`src/rtl/rom_arb_pkg.sv`:
```
// Shared types and default widths for the dual-requester ROM read arbiter.
package rom_arb_pkg;

    typedef enum logic [1:0] {
        IDLE = 2'd0,
        READ = 2'd1,
        RESP = 2'd2
    } state_t;

    localparam int unsigned DEF_DATA_WIDTH = 8;
    localparam int unsigned DEF_ADDR_WIDTH = 3;

endpackage

```
`src/rtl/rr_arb2.sv`:
```
// Two-way round-robin grant: on a tie the requester not served last wins.
module rr_arb2 (
    input  logic req0,
    input  logic req1,
    input  logic last,
    output logic grant,
    output logic any
);

    always_comb begin
        any = req0 | req1;
        if (req0 && req1) begin
            grant = ~last;
        end else begin
            grant = req1;
        end
    end

endmodule

```
`src/rtl/rom_arbiter.sv`:
```
// Shares one asynchronous ROM between two requesters; IDLE -> READ -> RESP per read.
module rom_arbiter
    import rom_arb_pkg::*;
#(
    parameter int unsigned DATA_WIDTH = DEF_DATA_WIDTH,
    parameter int unsigned ADDR_WIDTH = DEF_ADDR_WIDTH
) (
    input  logic                  clk,
    input  logic                  reset,
    input  logic                  req0,
    input  logic                  req1,
    input  logic [ADDR_WIDTH-1:0] addr0,
    input  logic [ADDR_WIDTH-1:0] addr1,
    output logic                  ack0,
    output logic                  ack1,
    output logic [DATA_WIDTH-1:0] rdata,
    output logic                  busy,
    output logic [ADDR_WIDTH-1:0] rom_addr,
    input  logic [DATA_WIDTH-1:0] rom_q
);

    state_t                state;
    logic [ADDR_WIDTH-1:0] addr_q;
    logic                  winner;
    logic                  last;
    logic                  grant;
    logic                  any;

    rr_arb2 u_arb (
        .req0  (req0),
        .req1  (req1),
        .last  (last),
        .grant (grant),
        .any   (any)
    );

    assign rom_addr = addr_q;

    always_ff @(posedge clk) begin
        if (reset) begin
            state  <= IDLE;
            addr_q <= '0;
            winner <= 1'b0;
            last   <= 1'b1;
            rdata  <= '0;
            ack0   <= 1'b0;
            ack1   <= 1'b0;
            busy   <= 1'b0;
        end else begin
            ack0 <= 1'b0;
            ack1 <= 1'b0;
            case (state)
                IDLE: begin
                    if (any) begin
                        state  <= READ;
                        addr_q <= grant ? addr1 : addr0;
                        winner <= grant;
                        last   <= grant;
                        busy   <= 1'b1;
                    end
                end
                READ: begin
                    // ROM output settles during READ on the latched address
                    rdata <= rom_q;
                    ack0  <= ~winner;
                    ack1  <= winner;
                    state <= RESP;
                end
                RESP: begin
                    state <= IDLE;
                    busy  <= 1'b0;
                end
                default: begin
                    state <= IDLE;
                    busy  <= 1'b0;
                end
            endcase
        end
    end

endmodule
```
`config.mk`:
```
export PLATFORM = sky130hd
export DESIGN_NAME = rom_arbiter
export DESIGN_NICKNAME = d
export VERILOG_FILES = /design/src/rtl/rom_arb_pkg.sv /design/src/rtl/rr_arb2.sv /design/src/rtl/rom_arbiter.sv
export SDC_FILE = /design/constraint.sdc
export NUM_CORES = 1
export LEC_CHECK = 0
export CAP_MARGIN = 20
export CORE_MARGIN = 4
export CORE_UTILIZATION = 42
export CTS_CLUSTER_SIZE = 16
export DETAILED_ROUTE_END_ITERATION = 12
export PLACE_DENSITY = 0.81
export SLEW_MARGIN = 15
export SYNTH_ARGS = -nofsm -noshare
export SYNTH_HDL_FRONTEND = slang
export SYNTH_SLANG_ARGS = --single-unit
```
`constraint.sdc`:
```
create_clock -name clk -period 1.4 [get_ports clk]
set_input_delay 0.35 -clock clk [delete_from_list [all_inputs] [get_ports clk]]
set_output_delay 0.35 -clock clk [all_outputs]
set_load 0.01 [all_outputs]
```
# After elaboration in Yosys (flattened, before gate mapping)

Cells that the tools add are included.

Bits in registers: 18
Bits of input ports: 18
Output and inout port bits: 14
Logic and storage cells: 25

Equality and inequality tests: 2
Multiplexer cells: 6
Bitwise logic cells: 4
Reduce and logical (&&, ||, !) cells: 5

Operator list:

| operator                                            | number |
|---|---|
| case mux 2 bit (2 select lines)                     | 1 |
| AND reduction 2 bit                                 | 2 |
| two-way mux 3 bit                                   | 1 |
| inverter 1 bit                                      | 3 |
| equality test 2 x 1 -> 1 bit, second input constant | 1 |
| logical NOT 2 bit                                   | 1 |
| two-way mux 1 bit                                   | 2 |
| two-way mux 2 bit                                   | 1 |
| != test 2 bit, second input constant                | 1 |
| case mux 1 bit (2 select lines)                     | 1 |
| OR reduction 2 bit                                  | 1 |
| logical AND 1 bit                                   | 1 |
| bitwise OR 1 bit                                    | 1 |

# Longest topological paths before layout

Gate-level depths: netlist of run 1.

Word-level depth: 3
Gate-level depth with buffers: 4
Gate-level depth less buffers: 3

# Cells and area by module

Synthesis of run 1 repeated with hierarchy kept, for this count alone.

Cell total of the unflattened synthesis: 73
Area, all modules: 655.6 um^2

By module, submodules not included:

| module      | times used | cells an instance | area each (um^2) | seq. area each (um^2) |
|---|---|---|---|---|
| rom_arbiter | 1          | 71                | 641.9            | 360.3 |
| rr_arb2     | 1          | 2                 | 13.8             | 0.0 |

# Worst setup path after synthesis of run 1

OpenSTA, ideal clock, no wires.

Kind: input to register
From: in req1
To: reg addr_q[0], in the netlist rom_addr[0]
Library setup time: 0.079 ns
Arrival time: 1.000 ns
Data required time: 1.321 ns
Path slack: 0.321 ns
Stages on the path: 4
Buffers on the path: 1
Path through: or2_1 > buf_6 > and2_4 > a211oi_2

Cells in the longest elaborated chain, start to end: 3
Elaborated cells between the ends (all ways): 5
Those cells by class: mux: 2; bitwise: 1; reduce/logical: 2

RTL lines:

| what                 | RTL line          | text |
|---|---|---|
| from (decl)          | rom_arbiter.sv:11 | `input logic req1,` |
| logical AND 1 bit    | rr_arb2.sv:12     | `if (req0 && req1) begin` |
| two-way mux 1 bit    | rr_arb2.sv:12     |  |
| two-way mux 3 bit    | rom_arbiter.sv:56 | `addr_q <= grant ? addr1 : addr0;` |
| to (signal assigned) | rom_arbiter.sv:56 |  |
| to (decl)            | rom_arbiter.sv:23 | `logic [ADDR_WIDTH-1:0] addr_q;` |

Several ways; a longest one is shown, not always the timed one.
A chain may end at the register's enable or synchronous reset.

# Worst setup path in the final report of run 1

From: in req1
To: reg addr_q[1], in the netlist rom_addr[1]

Same word-level chain as after synthesis.

==> impl_metrics.ini, run 1 <==
[cts]
path_clk_slew_ns = 0.10
cts_tree = done
hold_buffers = 0
clock_path_buffers = 2
numCtsBuffers = 3
cts_max_level = 1
cts_root_buf = clkbuf_4
clk_latency_ns = 0.29
clkSinkCount = 18

[status]
outcome = finished, final reports clean

[logic_synthesis]
ys.warnings.count = 0
synth_seq_cells = 18
synth-compound-area-share_pct = 19.78
synth.avg_cell_area_um2 = 9.192
synthXorXnorAreaFrac_pct = 0
syn-num-nets = 93
synthSimpleGateAreaFrac_pct = 19.24
synth_fa_ha_area_share_pct = 0
ys_seq_area_share_pct = 52.27
synth.area.mux_share_pct = 4.356
syn_area_um2 = 689.4
synth_cell_types = 20
synth_flop_cell = dfxtp_1
synth_top_family_by_area = compound AO/OA/AOI/OAI gates
synth-edff-count = 0
synthCells = 75
ys_async_sr_fraction_pct = 0

[layout]
nets = 129
fill_cells = 134
seq_area_um2 = 360.3
drive_above_1_share_pct = 13.64
final_cell_mix = nand2_1 (18), dfxtp_1 (18), clkdlybuf4s50_1 (17)
design_area_um2 = 1046
fin_cells = 126
multi_input_area_um2 = 299.0
n_antenna_cell = 0
syn_to_final_growth_pct = 51.72

[grt]
grt_usage_pct = 15.44
busiest_layer = met2
grt_overflow_total = 0
antenna_found_initial = 0
grt_start_max_net_pins = 11
met1_usage_pct = 17.97
grt_pass1_wl_um = 2856
grt_use_met2_pct = 25.65
grt_pass1_vias = 637
use_met3_pct = 5.828

[flow_run]
maxCapViolCount = 0

[critical_path]
worstReg2RegStart = state[1]
crit_fanout = 4
path_cells = clkdlybuf4s50_1 > a21boi_2 > mux2i_1 > a211oi_2
rr_endpoint = rom_addr[1]
required_ns = 1.59
crit_type = in2reg
critPathLaunchType = primary input
end_kind = flip-flop
crit_end = rom_addr[1]
max_stage_delay_ns = 0.49
cp.arrival_ns = 1.48
cp-startpoint = req1
worstRegToRegCells = 3
r2r_slack_ns = 0.29
crit_slowest_cell = clkdlybuf4s50_1

[floorplan]
dieArea_um2 = 2354
row_count = 14
core_area_um2 = 1524
die_y_um = 48.52
initial_core_util_pct = 45.24
io_pins = 32
die_x_um = 48.52

[route]
vias = 639
drt_iter0_drc = 8
ant_nets = 0
remaining_drc_errors = 0
dr.pass1.iters = 4
wire_per_inst_um = 13.18
routed_wl_um = 1661
viasPerCell = 5.071

[power]
p_per_area_nw_per_um2 = 1068
power_mw = 1.117
irDropWorstVdd_uv = 1060
leakagePower_nw = 0.4649

[sta]
slew-limit-headroom_pct = 76.58
holdWs_ns = 0.4401
worst_pin_slew_ns = 0.3510
slew_viol_final = 0
clock_skew_ns = 0.003802
final_hold_viol_count = 0
setup_tns_ns = 0
setup_viol = 0
finalCritPeriodShare_pct = 92.51
fmax_mhz = 772.2
rsz0062_at_grt = no
period_minus_slack_ns = 1.295

[placement]
placedInstanceArea_um2 = 1027
placed_cells = 122
place_congestion = 0.7134
numPortBuffers = 31
hpwl_um = 1304

[min_path]
min_path_type = reg2reg
-- power breakdown --
| part | switching (mW) | leakage (nW) | internal (mW) |
|---|---|---|---|
| Clock | 0.155 | 0.0210 | 0.159 |
| Sequential | 0.0201 | 0.148 | 0.551 |
| Combinational | 0.107 | 0.296 | 0.126 |
-- through the flow --
stage | util [%] | setup WS, ns
final | 68.64 | 0.1049
after global routing | 68.64 | 0.04793
after CTS | 68.64 | 0.1071
after global placement | 67.41 | -0.1684
after detailed placement | 67.41 | -0.1959
after floorplan | - | 0.3209
-- synthesized netlist by cell type (2+ instances only) --
| cell | instances | area, µm² |
|---|---|---|
| nand2_1 | 18 | 67.56 |
| nand2b_1 | 2 | 12.51 |
| dfxtp_1 | 18 | 360.4 |
| mux2i_1 | 3 | 30.03 |
| nor2_1 | 2 | 7.510 |
| buf_2 | 3 | 15.01 |
| a211oi_2 | 3 | 37.54 |
| a21oi_1 | 14 | 70.07 |
-- final cells by class --
type / count / area share (%)
Timing Repair Buffer: 36 / 31.58
Tap cell: 16 / 1.914
Sequential cell: 18 / 34.45
Clock buffer: 4 / 3.469
Multi-Input combinational cell: 52 / 28.59
-- per-layer routing --
metal / share of wire, % / wire, µm
met1: 42 / 704
met2: 52 / 870
met3: 3.6 / 60
met4: 1.5 / 25
met5: 0 / 0
-- state kept, by name, summed over array words and instances (netlist names) --
register,flops
rdata,8
rom_addr,3
state,2
ack0,1
ack1,1
busy,1
last,1
winner,1
-- worst max-delay path, delay by kind of cell --
family	cells	cell delay [ns]
buffers and inverters	1	0.49
AOI/OAI and AO/OA	2	0.38
muxes	1	0.26
-- logic make-up after synthesis --
group                  Yosys count
muxes                            3
buffers and inverters            5
AOI/OAI and AO/OA               20
and+or+nand+nor                 29
DFF                             18
-- worst min path at each step --
stage	from	end	slack, ns	depth (start not counted)
6_report	winner	ack0	0.44	1
5_1_grt	rdata[5]	rdata[5]	0.49	2
4_1_cts	winner	ack0	0.44	1
3_5_place_dp	winner	ack0	0.43	1
3_3_place_gp	winner	ack0	0.42	1
2_1_floorplan	winner	ack0	0.41	1
-- what timing repair did --
item	in CTS	in global routing
setup buffers	0	0
endpoints found under the setup margin	14	0
gates resized for setup	14	0
Power figures use the tool's default switching activity.
==> inputs of run 2 (changes only) <==
--- a/config.mk
+++ b/config.mk
@@ -11,7 +11,7 @@
 export CTS_CLUSTER_SIZE = 16
 export DETAILED_ROUTE_END_ITERATION = 12
 export PLACE_DENSITY = 0.81
-export SLEW_MARGIN = 15
+export SLEW_MARGIN = 20
 export SYNTH_ARGS = -nofsm -noshare
 export SYNTH_HDL_FRONTEND = slang
 export SYNTH_SLANG_ARGS = --single-unit
==> results of run 2 <==
The final DEF is identical to that of run 1; final timing and power are the same.
==> inputs of run 3 (changes only) <==
--- a/config.mk
+++ b/config.mk
@@ -6,11 +6,12 @@
 export NUM_CORES = 1
 export LEC_CHECK = 0
 export CAP_MARGIN = 20
+export CORE_ASPECT_RATIO = 1.5
 export CORE_MARGIN = 4
-export CORE_UTILIZATION = 42
+export CORE_UTILIZATION = 35
 export CTS_CLUSTER_SIZE = 16
 export DETAILED_ROUTE_END_ITERATION = 12
-export PLACE_DENSITY = 0.81
+export PLACE_DENSITY = 0.73
 export SLEW_MARGIN = 20
 export SYNTH_ARGS = -nofsm -noshare
 export SYNTH_HDL_FRONTEND = slang
==> constraint.sdc (replaced) <==
create_clock -name clk -period 1.1 [get_ports clk]
set_input_delay 0.275 -clock clk [delete_from_list [all_inputs] [get_ports clk]]
set_output_delay 0.275 -clock clk [all_outputs]
set_load 0.01 [all_outputs]
==> run 3 against run 2 <==
Against the previous run: highest routed layer unchanged; worst setup slack got worse by 0.011 ns; cell area increased by 2.8%; combinational power increased by 41%; register-to-register slack got worse by 0.20 ns; hold slack got worse by 0.0049 ns; first-iteration DRC count increased by 25%.
==> impl_metrics.ini, run 3 (synthesis results as in run 1) <==
[grt]
grt_pass1_wl_um = 2704
grt_usage_pct = 12.39
grt_overflow_total = 0
grt_pass1_vias = 687
antenna_found_initial = 0
grt_start_max_net_pins = 11

[flow_run]
maxCapViolCount = 0

[critical_path]
cpLargestDelayFamily = flip-flops
crit_type = reg2out
end_kind = output pin
crit_cells = 1
worstRegToRegCells = 3
critPathLaunchType = flip-flop
critPathBufInv = 1
crit_fanout = 2
crit_slowest_cell = dfxtp_1
required_ns = 0.82
path_cells = buf_2
max_stage_delay_ns = 0.33
cp.arrival_ns = 0.73

[layout]
syn_to_final_growth_pct = 55.90
largest_register = rdata
final_cell_mix = nand2_1 (18), clkdlybuf4s50_1 (15), a21oi_1 (14), buf_2 (14), buf_4 (14)
design_area_um2 = 1075
fin_cells = 139
largest_register_ffs = 8
fill_cells = 188
n_antenna_cell = 0
final_common_cell = nand2_1
drive_above_1_share_pct = 41.53
nets = 138

[placement]
placed_cells = 134
hpwl_um = 1230
numPortBuffers = 31
place_congestion = 0.7289
placedInstanceArea_um2 = 1086

[floorplan]
initial_core_util_pct = 37.18
core_area_um2 = 1854
dieArea_um2 = 2758
die_y_um = 62.36
die_x_um = 44.24
io_pins = 32
row_count = 19

[sta]
finalCritPeriodShare_pct = 91.49
holdWs_ns = 0.4352
fmax_mhz = 993.6
clock_skew_ns = 0.002108
setup_viol = 0
period_minus_slack_ns = 1.006
rsz0062_at_grt = no
slew_viol_final = 0
final_hold_viol_count = 0
slew-limit-headroom_pct = 88.31
worst_pin_slew_ns = 0.1705

[cts]
clkSinkCount = 18
cts_root_buf = clkbuf_4
numCtsBuffers = 3
cts_max_level = 1
path_clk_slew_ns = 0.09
clk_latency_ns = 0.27
clock_path_buffers = 2
cts_tree = done

[power]
irDropWorstVdd_uv = 840.7
leakagePower_nw = 0.4838
p_per_area_nw_per_um2 = 1262

[route]
viasPerCell = 4.727
wire_per_inst_um = 10.83
remaining_drc_errors = 0
ant_nets = 0
routed_wl_um = 1505
drt_iter0_drc = 10
vias = 657
dr.pass1.iters = 4

[status]
outcome = finished, final reports clean

[min_path]
min_path_type = reg2reg
min_path_cells = 1
[run 3: cell types whose count changed in the layout (fill, tap and decap cells not counted), sizes merged]
| cell | before | now |
|---|---|---|
| clkdlybuf4s50 | 17 | 15 |
| clkbuf | 4 | 3 |
| dlygate4sd2 | 14 | 2 |
| buf | 5 | 28 |
[run 3: through the flow]
step                      total power [mW]  util [%]  worst slack, ns  setup TNS, ns
after floorplan                     0.8936         -          0.09590              0
after global placement               1.094     58.57          -0.3991         -2.695
after detailed placement             1.100     58.57          -0.4553         -2.893
after CTS                            1.379     58.23         0.008048              0
after global routing                 1.446     57.96          0.03196              0
final                                1.356     57.96          0.09359              0
[run 3: routing by layer]
metal	vias to the layer above	GRT usage, %	part of all wire (%)
met1	291	13.13	41
met4	0	3.396	0.60
met3	2	3.468	11
met5	-	0	0
li1	336	-	-
met2	28	22.63	48
[run 3: final timing paths]
path                                    end      from  slack, ns
worst max register to register  rom_addr[0]      last       0.09
worst max-delay path               rdata[6]  rdata[6]       0.09
worst min register to register         ack0    winner       0.44
worst min-delay path                   ack0    winner       0.44
[run 3: final cells by class]
type | count | area (µm²) | share of cell area [%]
tap | 21 | 26.28 | 2.445
multi-input combinational | 52 | 309.0 | 28.75
timing repair buffer | 45 | 342.8 | 31.90
sequential | 18 | 374.1 | 34.81
clock buffer | 3 | 22.52 | 2.095
[run 3: repair_timing]
item                       4_1_cts  5_1_grt
pin swaps                        0        0
hold buffers                     0        0
setup endpoints to repair       20        1
resized for setup               69        2
setup buffers                    2        0
[run 3: where the power goes]
part	switching (mW)	internal, mW	total, mW
clock	0.167	0.127	0.294
sequential	0.0261	0.707	0.733
combinational	0.138	0.192	0.329
total	0.331	1.03	1.36
